==> src/rtl/divcfg_pkg.sv <==
// Shared types and constants for the divider configuration sequencer.
// The optional status outputs are enabled with the DIVCFG_STATUS_EN macro.
package divcfg_pkg;

    typedef enum logic [2:0] {
        ST_IDLE    = 3'd0,
        ST_DISABLE = 3'd1,
        ST_LOAD    = 3'd2,
        ST_HOLD    = 3'd3,
        ST_RUN     = 3'd4
    } state_e;

    localparam int SETTLE_W  = 4;
    localparam int CFG_CNT_W = 8;
    localparam logic [CFG_CNT_W-1:0] CFG_CNT_MAX = 8'd255;

    function automatic logic [CFG_CNT_W-1:0] sat_inc(input logic [CFG_CNT_W-1:0] v);
        logic [CFG_CNT_W-1:0] r;
        if (v == CFG_CNT_MAX) begin
            r = v;
        end else begin
            r = v + 8'd1;
        end
        return r;
    endfunction

endpackage

==> src/rtl/divcfg_settle_timer.sv <==
// Down-counter timing the DISABLE and HOLD settle windows.
// done pulses during the last cycle of a window started with load_val.
module divcfg_settle_timer
    import divcfg_pkg::*;
(
    input  logic                clk,
    input  logic                rst_n,
    input  logic [SETTLE_W-1:0] load_val,
    input  logic                start,
    output logic                done
);

    localparam logic [SETTLE_W-1:0] CNT_ONE  = SETTLE_W'(1);
    localparam logic [SETTLE_W-1:0] CNT_ZERO = SETTLE_W'(0);

    logic [SETTLE_W-1:0] cnt_d;
    logic [SETTLE_W-1:0] cnt_q;

    // Next count: reload on start, otherwise count down to zero and stop.
    always_comb begin
        cnt_d = cnt_q;
        if (start) begin
            cnt_d = load_val;
        end else if (cnt_q != CNT_ZERO) begin
            cnt_d = cnt_q - CNT_ONE;
        end else begin
            cnt_d = cnt_q;
        end
    end

    // Counter register.
    always_ff @(posedge clk or negedge rst_n) begin
        if (!rst_n) begin
            cnt_q <= CNT_ZERO;
        end else begin
            cnt_q <= cnt_d;
        end
    end

    assign done = (cnt_q == CNT_ONE);

endmodule

==> src/rtl/divider_config_sequencer.sv <==
// Safely reprograms a downstream frequency divider: disable, settle, load, settle, run.
// Define DIVCFG_STATUS_EN to add the CurDiv / CfgCount status outputs.
module divider_config_sequencer
    import divcfg_pkg::*;
#(
    parameter int unsigned SETTLE_CYCLES = 2
) (
    input  logic        Clk,
    input  logic        Reset_n,
    input  logic        ReqValid,
    output logic        ReqReady,
    input  logic [31:0] ReqDiv,
    input  logic        ReqRun,
    output logic [31:0] Din,
    output logic        ConfigDiv,
    output logic        Enable,
    output logic        Busy,
    output logic        Error
`ifdef DIVCFG_STATUS_EN
    ,
    output logic [31:0]          CurDiv,
    output logic [CFG_CNT_W-1:0] CfgCount
`endif
);

    localparam logic [SETTLE_W-1:0] SETTLE_LD = SETTLE_W'(SETTLE_CYCLES);

    state_e      state_d, state_q;
    logic [31:0] div_d, div_q;
    logic        run_d, run_q;
    logic [31:0] din_d, din_q;
    logic        cfg_d, cfg_q;
    logic        en_d, en_q;
    logic        busy_d, busy_q;
    logic        err_d, err_q;
    logic        acc_s;
    logic        acc_nz_s;
    logic        tmr_start_s;
    logic        tmr_done_s;

    assign ReqReady    = (state_q == ST_IDLE) || (state_q == ST_RUN);
    assign acc_s       = ReqValid && ReqReady;
    assign acc_nz_s    = acc_s && (ReqDiv != 32'd0);
    assign tmr_start_s = acc_nz_s || (state_q == ST_LOAD);

    divcfg_settle_timer u_timer (
        .clk      (Clk),
        .rst_n    (Reset_n),
        .load_val (SETTLE_LD),
        .start    (tmr_start_s),
        .done     (tmr_done_s)
    );

    // State register.
    always_ff @(posedge Clk or negedge Reset_n) begin
        if (!Reset_n) begin
            state_q <= ST_IDLE;
        end else begin
            state_q <= state_d;
        end
    end

    // Next-state logic; a zero divisor is rejected without leaving IDLE/RUN.
    always_comb begin
        state_d = state_q;
        case (state_q)
            ST_IDLE, ST_RUN: begin
                if (acc_nz_s) state_d = ST_DISABLE;
                else          state_d = state_q;
            end
            ST_DISABLE: begin
                if (tmr_done_s) state_d = ST_LOAD;
                else            state_d = ST_DISABLE;
            end
            ST_LOAD: state_d = ST_HOLD;
            ST_HOLD: begin
                if (!tmr_done_s) state_d = ST_HOLD;
                else if (run_q)  state_d = ST_RUN;
                else             state_d = ST_IDLE;
            end
            default: state_d = ST_IDLE;
        endcase
    end

    // Output and request-latch next values, decoded from the upcoming state.
    always_comb begin
        div_d  = div_q;
        run_d  = run_q;
        if (acc_nz_s) begin
            div_d = ReqDiv;
            run_d = ReqRun;
        end else begin
            div_d = div_q;
            run_d = run_q;
        end
        if (state_d == ST_LOAD) begin
            din_d = div_q;
        end else begin
            din_d = din_q;
        end
        cfg_d  = (state_d == ST_LOAD);
        en_d   = (state_d == ST_RUN);
        busy_d = (state_d == ST_DISABLE) || (state_d == ST_LOAD) || (state_d == ST_HOLD);
        err_d  = acc_s && (ReqDiv == 32'd0);
    end

    // Output and request-latch registers.
    always_ff @(posedge Clk or negedge Reset_n) begin
        if (!Reset_n) begin
            div_q  <= 32'd0;
            run_q  <= 1'b0;
            din_q  <= 32'd0;
            cfg_q  <= 1'b0;
            en_q   <= 1'b0;
            busy_q <= 1'b0;
            err_q  <= 1'b0;
        end else begin
            div_q  <= div_d;
            run_q  <= run_d;
            din_q  <= din_d;
            cfg_q  <= cfg_d;
            en_q   <= en_d;
            busy_q <= busy_d;
            err_q  <= err_d;
        end
    end

    assign Din       = din_q;
    assign ConfigDiv = cfg_q;
    assign Enable    = en_q;
    assign Busy      = busy_q;
    assign Error     = err_q;

`ifdef DIVCFG_STATUS_EN
    logic [31:0]          cur_div_d, cur_div_q;
    logic [CFG_CNT_W-1:0] cfg_cnt_d, cfg_cnt_q;

    // Status updates as each LOAD cycle completes.
    always_comb begin
        if (state_q == ST_LOAD) begin
            cur_div_d = din_q;
            cfg_cnt_d = sat_inc(cfg_cnt_q);
        end else begin
            cur_div_d = cur_div_q;
            cfg_cnt_d = cfg_cnt_q;
        end
    end

    // Status registers.
    always_ff @(posedge Clk or negedge Reset_n) begin
        if (!Reset_n) begin
            cur_div_q <= 32'd0;
            cfg_cnt_q <= 8'd0;
        end else begin
            cur_div_q <= cur_div_d;
            cfg_cnt_q <= cfg_cnt_d;
        end
    end

    assign CurDiv   = cur_div_q;
    assign CfgCount = cfg_cnt_q;
`endif

endmodule

==> config.mk <==
export PLATFORM = sky130hd
export DESIGN_NAME = divider_config_sequencer
export DESIGN_NICKNAME = d
export VERILOG_FILES = /design/src/rtl/divcfg_pkg.sv /design/src/rtl/divcfg_settle_timer.sv /design/src/rtl/divider_config_sequencer.sv
export SDC_FILE = /design/constraint.sdc
export NUM_CORES = 1
export LEC_CHECK = 0
export BUFFER_PORTS_ARGS = -buffer_cell sky130_fd_sc_hd__buf_2
export CAP_MARGIN = 15
export CORE_MARGIN = 4
export CORE_UTILIZATION = 35
export DETAILED_ROUTE_END_ITERATION = 10
export PLACE_DENSITY_LB_ADDON = 0.1
export SYNTH_ARGS = -nofsm -noshare
export SYNTH_HDL_FRONTEND = slang
export SYNTH_SLANG_ARGS = --single-unit
export TNS_END_PERCENT = 100
==> constraint.sdc <==
create_clock -name Clk -period 1.8 [get_ports Clk]
set_input_delay 0.45 -clock Clk [delete_from_list [all_inputs] [get_ports Clk]]
set_output_delay 0.45 -clock Clk [all_outputs]
set_load 0.03 [all_outputs]
---- After elaboration in Yosys (flattened, before gate mapping) ----
Cells that the tools add are included.
storage, ports and cells
  bits in registers ....................... 76
  output and inout port bits .............. 37
  word-level logic and storage cells ...... 39
cells by class
  add/sub/neg operators ................... 1
  eq/ne operators ......................... 9
  mux-type cells .......................... 7
  reductions and logical operators ........ 13
operators with widths
  kind                                                                   count
  32-bit zero test                                                       1
  32-bit nonzero test                                                    1
  3-bit by 2-bit equality test with 1-bit output, second input constant  4
  3-bit case mux with 4 select lines                                     1
  3-bit 2-to-1 mux                                                       3
  4-bit 2-to-1 mux                                                       2
  3-bit by 1-bit equality test with 1-bit output, second input constant  2
  3-bit equality test, second input constant                             2
  4-bit by 1-bit equality test with 1-bit output, second input constant  1
  1-bit logical OR                                                       4
  4-bit nonzero test                                                     1
  4-bit by 1-bit subtractor with 4-bit output, second input constant     1
  1-bit logical AND                                                      3
  3-bit zero test                                                        1
  2-bit 2-to-1 mux                                                       1
  2-bit nonzero test                                                     1
  2-bit OR reduction                                                     1

---- Depth between registers and ports, before layout ----
Gate-level depths: netlist of the first run.
  depth in word-level cells ............... 9
  gate-level depth with buffers ........... 7
  gate-level depth less buffers ........... 6

---- By module ----
A second synthesis of the first run with hierarchy kept.
unflattened totals
  cell total of the unflattened synthesis .. 199
  area total of the unflattened synthesis .. 3039.2 um2
modules (own cells, without submodules)
  module                    cells an instance  area each (um2)  times used
  divider_config_sequencer  175                2773.9           1
  divcfg_settle_timer       24                 265.3            1

---- Worst setup path after synthesis of the first run ----
Ideal clock, no wire load.
  path kind ............................... flip-flop to flip-flop
  start point ............................. register state_q[0]
  end point ............................... register div_q[10]
  slack ................................... -0.116 ns
  required time ........................... 1.675 ns
  arrival ................................. 1.792 ns
  period minus slack after synthesis ...... 1.916 ns
  path buffers ............................ 1
  cell stages (with the launch flop) ...... 6
  cells stage by stage .................... dfrtp_1 -> nor2_1 -> nand2_1 -> o21bai_2 -> buf_4 -> mux2_2
on the way
  cells in the longest elaborated chain, start to end .. 4
  elaborated cells on any way between the ends .. 5
  classes of those cells .................. eq/ne (1); reduce/logical (4)
ends and longest elaborated chain
  element                                                 line                             text
  start: declaration                                      divider_config_sequencer.sv:28   state_e state_d, state_q;
  start signal: assignment                                divider_config_sequencer.sv:59   state_q <= state_d;
  3-bit equality test or 3-bit zero test (tied branches)  divider_config_sequencer.sv:41   assign ReqReady = (state_q == ST_IDLE) || (state_q == ST_RUN);
  1-bit logical OR *                                      divider_config_sequencer.sv:41
  via ReqReady                                            divider_config_sequencer.sv:11   output logic ReqReady,
  1-bit logical AND *                                     divider_config_sequencer.sv:42   assign acc_s = ReqValid && ReqReady;
  1-bit logical AND *                                     divider_config_sequencer.sv:43   assign acc_nz_s = acc_s && (ReqDiv != 32'd0);
  end signal: assignment                                  divider_config_sequencer.sv:118  div_q <= div_d;
  end: declaration                                        divider_config_sequencer.sv:29   logic [31:0] div_d, div_q;
Mark *: on every way through the listed nets, which the timed path passes. The rest lies on a longest branch.
A chain may end at the register's enable or synchronous reset.

---- Worst setup path after layout of the first run ----
  start point ............................. input ReqDiv[15]
  end point ............................... register div_q[11]
on the way
  cells in the longest elaborated chain, start to end .. 2
ends and longest elaborated chain
  element              line                            text
  start: declaration   divider_config_sequencer.sv:12  input logic [31:0] ReqDiv,
  32-bit nonzero test  divider_config_sequencer.sv:43
  1-bit logical AND    divider_config_sequencer.sv:43
No other way between the ends.

==> summary.md, run 1 <==
| Metric | Value |
|---|---|
| Status | finished clean |
| Synthesized cell area | 0.00317 mm² |
| Remaining global-route overflow | 0 |
| DRC viols | 0 |
| GRT Total Usage | 13.3% |
| Share of cells above drive strength 1 | 64.0% |
| Place WS | -0.468 ns |
| Vias in the first global route | 1988 |
| Area of the multi-input gates | 0.00130 mm² |
| First-pass GRT wire length | 10.6 mm |
| Total Wirelength | 7.12 mm |
| Placed Area | 0.00384 mm² |
| Initial Util | 36.1% |
| Fin nets | 351 |
| Area Overhead vs Synth | 39.2% |
| Worst-path cell chain | buf_8 -> nor4_4 -> buf_4 -> nand4_1 -> o21bai_4 -> buf_12 -> clkbuf_16 -> mux2_4 |
| P_leak | 2.31 nW |
| Die height | 103 µm |
| FF+latch count, synth | 76 |
| CTS max path bufs | 2 |
| Synthesized area per cell | 16.1 µm² |
| Min Hold Slack | 0.115 ns |
| Vias | 2001 |
| Core area | 0.00876 mm² |
| Post-Route Utilization | 50.3% |
| Register area | 0.00190 mm² |
| Via-per-instance ratio | 4.71 |
| Die Width | 103 µm |
| Critical path required time | 2.02 ns |
| Hold_buf cts | 0 |
| Final ANT Viol Nets | 0 |
| Sequential fraction of the synthesis area | 60.1% |
| Startpoint Class | primary input |
| Most frequent cells in the layout | dfrtp_1 (76), buf_2 (67), mux2_4 (56) |
| RSZ-0062 raised after global routing | true |
| Worst path arrival time | 1.99 ns |
| CP Buf/Inv Count | 4 |
| Die ar. | 0.0106 mm² |
| CTS tree | yes |
| Yosys cell types | 28 |
| Commonest non-fill, non-tap cell in the layout | dfrtp_1 |
| Final Hold Viols | 0 |
| WS Path Type | in -> reg |
| Final setup margin | 0.0359 ns |
| DP HPWL | 4.41 mm |
| Post-route cell area | 0.00441 mm² |
| Final setup fails | 0 |
| Initial DRC count | 38 |
| Fin crit period | 1.76 ns |
| Synthesis Warnings | 0 |
| PD cells | 1750 mW/mm² |
| Largest net degree at the start of global routing | 77 |
| Fin. max-slew vios | 0 |
| Final Cycle Share | 98.0% |
| I/O Pins | 73 |
| Setup TNS | 0 ns |
| Max Freq | 567 MHz |
| Initial antenna violation count | 0 |
| Num rows | 34 |
| Max Cap Viol | 0 |
| Num CTS Buffers | 9 |
| Slowest stage delay, CP | 0.30 ns |
| Maximum vdd drop | 742 µV |
| Avg WL per Cell | 16.7 µm |
| HP Class | in -> async |
| CP max FO | 7 |
| Worst-margin pin slew | 0.419 ns |
| Slew headroom | 72.1% |
| H-tree Lvls | 3 |
| CP Capture Type | flop |
| Setup Skew | 0.00695 ns |
| Root Driver | clkbuf_8 |
| Worst path top cell family by delay | buffers and inverters |
| Final GP Congestion | 0.744 |
| Port Buf Inserts | 72 |
| Worst R2R Start | u_timer.cnt_q[1] |
| Pre-antenna DRT Iters | 4 |
| Clock sinks | 76 |
| Mapped Cells | 197 |
| CP max-delay cell | mux2_4 |
| Clk slew on worst S/H paths | 0.08 ns |
| Post-synth net total | 236 |
| Antenna diode count | 0 |
| Clock latency on the worst-skew pair | 0.34 ns |
| Fillers | 776 |
| Worst reg-to-reg setup slack | 0.08 ns |
| Crit path launch | ReqDiv[15] |
## per-stage QoR
stage	power [W]	cells
final	0.00770	425
after global routing	0.00816	425
after CTS	0.00747	418
after detailed placement	0.00595	400
after global placement	0.00589	400
after floorplan	0.00512	197
## Yosys cell counts (all sizes together)
cell    instances  area, µm²
ha              3       37.5
o21bai          1       11.3
buf             8        109
xnor2           2       17.5
a31o            2       17.5
a21oi           1       5.00
and4            2       17.5
nor2            4       17.5
nor3            3       15.0
or3b            1       8.76
inv             6       22.5
nand4           2       12.5
xor2            2       17.5
o31ai           1       7.51
and3            1       6.26
dfrtp          76       1900
nand2           2       7.51
nand3           2       15.0
o21ai           2       10.0
nor4            9       56.3
nor2b           1       6.26
mux2           65        841
or3             1       6.26
## logic make-up (layout without fill, tap and decap cells)
family          after synthesis  in the layout  share of synthesized area, %
flops                        76             76                          60.1
mux                          65             65                          26.6
simple gates                 28             28                          5.33
buf+inv                      14            134                          4.15
compound gates                7              7                          1.62
xor+xnor                      4              4                          1.11
fa+ha+maj                     3              3                          1.19
## power by group
part           switching (W)  internal [W]
sequential          0.000450       0.00252
clock               0.000612      0.000818
combinational        0.00156       0.00175
## final timing paths
path                              to  cells after the start
min                           Din[1]                      2
min reg2reg                   Din[2]                      1
max reg2reg                  Din[24]                      6
max                        div_q[11]                      8
min in group Clk           div_q[15]                      2
max in group asynchronous    Din[24]                      2
## registers in the layout, indices dropped and copies added, names as in the netlist
register       count
Din               32
div_q             32
u_timer.cnt_q      4
state_q            3
Busy               1
ConfigDiv          1
Enable             1
Error              1
run_q              1
## metal layers
| metal | global-route usage (%) | vias to the layer above | share of wire (%) |
|---|---|---|---|
| li1 | - | 935 | - |
| met1 | 19.1 | 1005 | 50 |
| met2 | 18.7 | 52 | 44 |
| met3 | 3.72 | 9 | 5.1 |
| met4 | 5.38 | 0 | 1.5 |
| met5 | 0 | - | 0 |
## area by class of cell
type | count | area share (%)
Clock buffer | 12 | 3.29
Clock inverter | 4 | 1.65
Inverter | 6 | 0.511
Multi-Input combinational cell | 107 | 29.5
Sequential cell | 76 | 43.2
Tap cell | 108 | 3.07
Timing Repair Buffer | 112 | 18.8
## worst register-to-register path: cells and delay by family (launching register included)
| kind | cells | cell delay (ns) |
|---|---|---|
| mux | 1 | 0.30 |
| fa+ha+maj | 1 | 0.16 |
| flops | 1 | 0.38 |
| buf+inv | 2 | 0.28 |
| simple gates | 2 | 0.49 |
## repair_timing
| action | CTS | global route |
|---|---|---|
| gates cloned | 1 | 4 |
| pin swaps | 2 | 6 |
| endpoints found under the setup margin | 62 | 43 |
| resized for setup | 7 | 46 |
| hold endpoints to repair | 0 | 0 |
| setup buffers | 1 | 3 |
No activity file was read; power rests on OpenSTA's default activity.
==> run 2: changes to the inputs <==
Settings changed: ABC_AREA set to 1.
==> run 2 against run 1 <==
Net effect: total power shrank 13%; first-iteration DRC count rose by 74%; critical path type is now reg -> out; final area down 13%.
==> summary.md, run 2 <==
| Metric | Value |
|---|---|
| Largest net degree at the start of global routing | 31 (was 77) |
| Clock sinks | 76 (unchanged) |
| Initial antenna violation count | 0 (unchanged) |
| Commonest register cell after synthesis | dfrtp_1 (unchanged) |
| Port Buf Inserts | 72 (unchanged) |
| I/O Pins | 73 (unchanged) |
| Initial Util | 36.0% (was 36.1%) |
| Avg WL per Cell | 12.2 µm (was 16.7 µm) |
| Root Driver | clkbuf_8 (unchanged) |
| Slew headroom | 74.0% (was 72.1%) |
| Yosys cell types | 20 (was 28) |
| Post-synth net total | 396 (was 236) |
| RSZ-0062 raised after global routing | false (was true) |
| H-tree Lvls | 3 (unchanged) |
| Place WS | -0.0291 ns (was -0.468 ns) |
| Final Hold Viols | 0 (unchanged) |
| Cell taking the most area after synthesis | dfrtp_1 (unchanged) |
| PD cells | 1740 mW/mm² (was 1750 mW/mm²) |
| Synth Area in XOR/XNOR | 0.561% (was 1.11%) |
| Clk slew on worst S/H paths | 0.08 ns (about the same) |
| Setup Skew | 0.00852 ns (was 0.00695 ns) |
| Antenna diode count | 0 (unchanged) |
| HP Class | in -> async (unchanged) |
| Worst-path cell chain | nor2_2 -> buf_2 (was buf_8 -> nor4_4 -> buf_4 -> nand4_1 -> o21bai_4 -> buf_12 -> clkbuf_16 -> mux2_4) |
| Min Hold Slack | 0.0262 ns (was 0.115 ns) |
| Fillers | 904 (was 776) |
| Final setup margin | 0.189 ns (was 0.0359 ns) |
| DP HPWL | 5.00 mm (was 4.41 mm) |
| Initial DRC count | 66 (was 38) |
| Count leader, synth | nand2_1 (was dfrtp_1) |
| Num CTS Buffers | 9 (unchanged) |
| Maximum vdd drop | 702 µV (was 742 µV) |
| Fin nets | 482 (was 351) |
| Status | finished clean (unchanged) |
| Pre-antenna DRT Iters | 4 (unchanged) |
| Max Freq | 621 MHz (was 567 MHz) |
| Slowest stage delay, CP | 0.41 ns (was 0.30 ns) |
| Fin crit period | 1.61 ns (was 1.76 ns) |
| Remaining global-route overflow | 0 (unchanged) |
| Commonest non-fill, non-tap cell in the layout | nand2_1 (was dfrtp_1) |
| Synth Area in Adders | 1.20% (was 1.19%) |
| Total Wirelength | 6.76 mm (was 7.12 mm) |
| GRT Total Usage | 14.4% (was 13.3%) |
| Vias in the first global route | 2368 (was 1988) |
| Worst-margin pin slew | 0.390 ns (was 0.419 ns) |
| CTS max path bufs | 2 (unchanged) |
| Post-synthesis compound-gate area fraction | 6.38% (was 1.62%) |
| Synthesis Warnings | 0 (unchanged) |
| Post-synth EDFFs | 0 (unchanged) |
| CP Capture Type | output pin (was flop) |
| CP max-delay cell | dfrtp_1 (was mux2_4) |
| CP Buf/Inv Count | 1 (was 4) |
| Placed cells | 540 (was 400) |
| Most frequent cells in the layout | nand2_1 (136), dfrtp_1 (76), buf_2 (71) (was dfrtp_1 (76), buf_2 (67), mux2_4 (56)) |
| Synth area leaders | dfrtp_1 (61%), nand2_1 (16%), o21ai_0 (5.3%) (was dfrtp_1 (60%), mux2_4 (14%), mux2_2 (13%)) |
| Max Cap Viol | 0 (unchanged) |
| Yosys top cell area share | 60.9% (was 60.1%) |
| WS Path Type | reg -> out (was in -> reg) |
| DRC viols | 0 (unchanged) |
| Worst path top cell family by delay | flip-flops (was buffers and inverters) |
| Via-per-instance ratio | 4.36 (was 4.71) |
| Final setup fails | 0 (unchanged) |
| Vias | 2421 (was 2001) |
| Worst path arrival time | 1.16 ns (was 1.99 ns) |
| Non-filler cells, final | 555 (was 425) |
| Final ANT Viol Nets | 0 (unchanged) |
| P_leak | 2.19 nW (was 2.31 nW) |
| Post CTS Setup Buffer Count | 0 (was 1) |
| FF+latch count, synth | 76 (unchanged) |
| Synth top cells by count | nand2_1 (136), dfrtp_1 (76), inv_1 (41) (was dfrtp_1 (76), mux2_2 (36), mux2_4 (29)) |
| Final Cycle Share | 89.5% (was 98.0%) |
| Post-CTS Resized | 0 (was 7) |
| Die height | 102 µm (was 103 µm) |
| Post-synthesis mux area share | 0% (was 26.6%) |
| Area of the multi-input gates | 978 µm² (was 0.00130 mm²) |
| Core area | 0.00868 mm² (was 0.00876 mm²) |
| Num rows | 34 (unchanged) |
| Synthesized area per cell | 8.74 µm² (was 16.1 µm²) |
| Critical path required time | 1.35 ns (was 2.02 ns) |
| Clock latency on the worst-skew pair | 0.34 ns (about the same) |
| Synth async-reset ratio | 100% (unchanged) |
| Fin. max-slew vios | 0 (unchanged) |
| Die ar. | 0.0105 mm² (was 0.0106 mm²) |
| Share of cells above drive strength 1 | 24.2% (was 64.0%) |
| Hold_buf cts | 0 (unchanged) |
| CP max FO | 3 (was 7) |
| Area Overhead vs Synth | 23.4% (was 39.2%) |
| Area share of and/or/nand/nor cells after synthesis | 22.8% (was 5.33%) |
| Startpoint Class | flop (was primary input) |
| CTS tree | yes (unchanged) |
| Mapped Cells | 357 (was 197) |
| Die Width | 102 µm (was 103 µm) |
| First-pass GRT wire length | 11.5 mm (was 10.6 mm) |
| Main combinational cell family by area after synthesis | simple AND/OR/NAND/NOR gates (was multiplexers) |
| Register area | 0.00190 mm² (unchanged) |
| Sequential fraction of the synthesis area | 60.9% (was 60.1%) |
| Final GP Congestion | 0.812 (was 0.744) |
| Synthesized cell area | 0.00312 mm² (was 0.00317 mm²) |
-- run 2: changes by cell type in the layout (fill, tap and decap cells not counted), sizes merged, moves of 3 or more --
cell / previous run / this run
a21oi: 1 / 4
mux2: 65 / 0
inv: 6 / 41
nor4: 9 / 1
o21ai: 2 / 35
buf: 110 / 90
nand2: 2 / 136
nand3: 2 / 8
clkbuf: 14 / 10
nor2: 4 / 30
-- run 2: kinds of logic (layout without fill, tap and decap cells) --
family | Yosys count | after routing
xor gates and xnor gates | 2 | 2
DFF | 76 | 76
buffers and inverters | 56 | 146
and+or+nand+nor | 181 | 181
adders and majority gates | 3 | 3
AOI/OAI and AO/OA | 39 | 39
-- run 2: power breakdown --
group	internal (W)	leakage (nW)	switching [W]
registers	0.00250	0.954	0.000423
logic	0.000885	1.16	0.00180
clock network	0.000486	0.0779	0.000601
-- run 2: area by class of cell --
type	count	area share, %
clock buffer	10	3.31
clock inverter	5	0.780
inverter	41	4.00
multi-input combinational	225	25.4
sequential	76	49.4
tap	108	3.51
timing repair buffer	90	13.6
-- run 2: metal layers --
metal	vias to the layer above	global-route usage [%]	wire length [µm]
met5	-	0	0
met4	0	6.46	112
met3	10	3.14	386
met2	53	21.4	2830
met1	1097	20.3	3430
li1	1261	-	-
-- run 2: final timing paths --
path / end / slack [ns] / from / cells after the start
setup / recovery: ReqReady / 0.19 / state_q[1] / 2
hold / removal: Din[6] / 0.03 / Reset_n / 1
setup reg to reg: div_q[19] / 0.38 / state_q[1] / 7
hold reg to reg: Din[16] / 0.47 / div_q[16] / 2
max in group asynchronous: div_q[22] / 1.25 / Reset_n / 2
min in group Clk: div_q[3] / 0.36 / ReqDiv[3] / 3
-- run 2: metrics by stage --
| step | utilization (%) | total power, W | area (µm²) | setup TNS [ns] |
|---|---|---|---|---|
| floorplan | - | 0.00482 | 3120 | 0 |
| global placement | 42.5 | 0.00562 | 3690 | -0.102 |
| detailed placement | 42.5 | 0.00568 | 3690 | -0.386 |
| CTS | 44.4 | 0.00680 | 3850 | 0 |
| global route | 44.4 | 0.00727 | 3850 | 0 |
| finish | 44.4 | 0.00669 | 3850 | 0 |
==> run 3: changes to the inputs <==
Settings changed: PLACE_DENSITY set to 0.63, PLACE_DENSITY_LB_ADDON 0.1 to unset.
==> run 3 against run 2 <==
Net effect: total power grew 7.2%; sequential power hardly changed; worst hold slack improved by 0.33 ns; clock power increased by 45%; cell count fell by 1.1%; sequential share of layout area fell by 0.51 points; utilization grew 0.46 points; critical path type unchanged; critical endpoint unchanged; largest power group unchanged.
==> summary.md, run 3 (synthesis results as in run 2) <==
| Metric | Value |
|---|---|
| Antenna diode count | 0 (unchanged) |
| P_leak | 2.20 nW (was 2.19 nW) |
| CP max-delay cell | dfrtp_1 (unchanged) |
| Clock latency on the worst-skew pair | 0.34 ns (about the same) |
| Vias in the first global route | 2368 (unchanged) |
| Worst reg-to-reg setup slack | 0.39 ns (was 0.38 ns) |
| Fin crit period | 1.60 ns (was 1.61 ns) |
| Worst-path cell chain | nor2_2 -> buf_2 (unchanged) |
| Final GP Congestion | 0.750 (was 0.812) |
| Area Overhead vs Synth | 24.7% (was 23.4%) |
| First-pass GRT wire length | 11.2 mm (was 11.5 mm) |
| Most frequent cells in the layout | nand2_1 (136), dfrtp_1 (76), buf_2 (71) (unchanged) |
| Initial antenna violation count | 0 (unchanged) |
| Total Wirelength | 6.78 mm (was 6.76 mm) |
| Pre-antenna DRT Iters | 4 (unchanged) |
| Min Hold Slack | 0.356 ns (was 0.0262 ns) |
| Largest net degree at the start of global routing | 40 (was 31) |
| DP HPWL | 4.84 mm (was 5.00 mm) |
| Worst-margin pin slew | 0.343 ns (was 0.390 ns) |
| Max Freq | 625 MHz (was 621 MHz) |
| Final Hold Viols | 0 (unchanged) |
| Die height | 102 µm (unchanged) |
| Fin nets | 475 (was 482) |
| Worst R2R Start | u_timer.cnt_q[1] (was state_q[1]) |
| Non-filler cells, final | 549 (was 555) |
| Met3 Usage GRT | 3.07% (was 3.14%) |
| HP Class | in -> reg (was in -> async) |
| Final ANT Viol Nets | 0 (unchanged) |
| Post CTS Setup Buffer Count | 0 (unchanged) |
| Stages on worst setup path | 2 (unchanged) |
| Via-per-instance ratio | 4.45 (was 4.36) |
| RSZ-0062 raised after global routing | false (unchanged) |
| Final Cycle Share | 88.8% (was 89.5%) |
| CP Capture Type | output pin (unchanged) |
| Placed cells | 532 (was 540) |
| GRT Total Usage | 13.9% (was 14.4%) |
| CP Buf/Inv Count | 1 (unchanged) |
| Startpoint Class | flop (unchanged) |
| Clock sinks | 76 (unchanged) |
| Worst path top cell family by delay | flip-flops (unchanged) |
| Avg WL per Cell | 12.3 µm (was 12.2 µm) |
| Critical path required time | 1.35 ns (about the same) |
| Maximum vdd drop | 709 µV (was 702 µV) |
| Root Driver | clkbuf_8 (unchanged) |
| Worst path arrival time | 1.15 ns (was 1.16 ns) |
| Port Buf Inserts | 72 (unchanged) |
| Slew headroom | 76.9% (was 74.0%) |
| Fin. max-slew vios | 0 (unchanged) |
| CTS tree | yes (unchanged) |
| Remaining global-route overflow | 0 (unchanged) |
| Core area | 0.00868 mm² (unchanged) |
| Status | finished clean (unchanged) |
| DRC viols | 0 (unchanged) |
| Commonest non-fill, non-tap cell in the layout | nand2_1 (unchanged) |
| PD cells | 1840 mW/mm² (was 1740 mW/mm²) |
| H-tree Lvls | 3 (unchanged) |
| Met1 Use GR | 18.9% (was 20.3%) |
| Slowest stage delay, CP | 0.41 ns (about the same) |
| Reg2Reg Depth | 5 (was 7) |
| Vias | 2445 (was 2421) |
| Share of cells above drive strength 1 | 23.1% (was 24.2%) |
| Max Cap Viol | 0 (unchanged) |
| Initial Util | 36.0% (unchanged) |
| Pwr Total | 0.00717 W (was 0.00669 W) |
| Met2 GRT Util | 21.8% (was 21.4%) |
| Clk slew on worst S/H paths | 0.08 ns (about the same) |
| Global route hottest layer | met2 (unchanged) |
| Hold depth | 3 |
| Post-Route Utilization | 44.8% (was 44.4%) |
| Crit path launch | state_q[1] (unchanged) |
| Die Width | 102 µm (unchanged) |
| Setup TNS | 0 ns (unchanged) |
| CP max FO | 3 (unchanged) |
| WS Path Type | reg -> out (unchanged) |
| CTS max path bufs | 2 (unchanged) |
| Final setup fails | 0 (unchanged) |
| Num rows | 34 (unchanged) |
| Hold Crit Start | ReqDiv[0] |
| Num CTS Buffers | 9 (unchanged) |
| Setup Skew | 0.0116 ns (was 0.00852 ns) |
| I/O Pins | 73 (unchanged) |
| Initial DRC count | 116 (was 66) |
| Die ar. | 0.0105 mm² (unchanged) |
run 3: tightest hold or removal path, stage by stage:
cell and delay, ns:
buf_2 0.10, inv_1 0.04, o21ai_0 0.07
run 3: worst paths after layout:
kind | end
worst max register to register | Busy
worst min-delay path | div_q[0]
min in group asynchronous | div_q[1]
max in group asynchronous | div_q[27]
worst min register to register | Din[4]
worst max-delay path | ReqReady
run 3: power breakdown:
part / total [W] / internal [W] / switching (W)
clock: 0.00158 / 0.000930 / 0.000645
combinational: 0.00269 / 0.000865 / 0.00182
sequential: 0.00291 / 0.00250 / 0.000412
run 3: repair_timing:
action | CTS | global route
endpoints found under the hold margin | 11 | 0
hold buffers | 1 | 0
resized for setup | 0 | 0
run 3: metal layers:
metal / wire [µm] / share of wire, %
met1: 3220 / 48
met2: 3120 / 46
met3: 371 / 5.5
met4: 65 / 0.96
met5: 0 / 0
run 3: cell type report:
type	count	area [µm²]
tap	108	135
clock buffer	9	124
clock inverter	7	124
inverter	41	154
timing repair buffer	83	473
multi-input combinational	225	978
sequential	76	1900
fill	860	4790
run 3: stage by stage:
step	instance area, µm²	worst slack [ns]
global placement	3630	0.0343
CTS	3890	0.160
finish	3890	0.201
global route	3890	0.121
floorplan	3120	0.262
detailed placement	3630	-0.00668
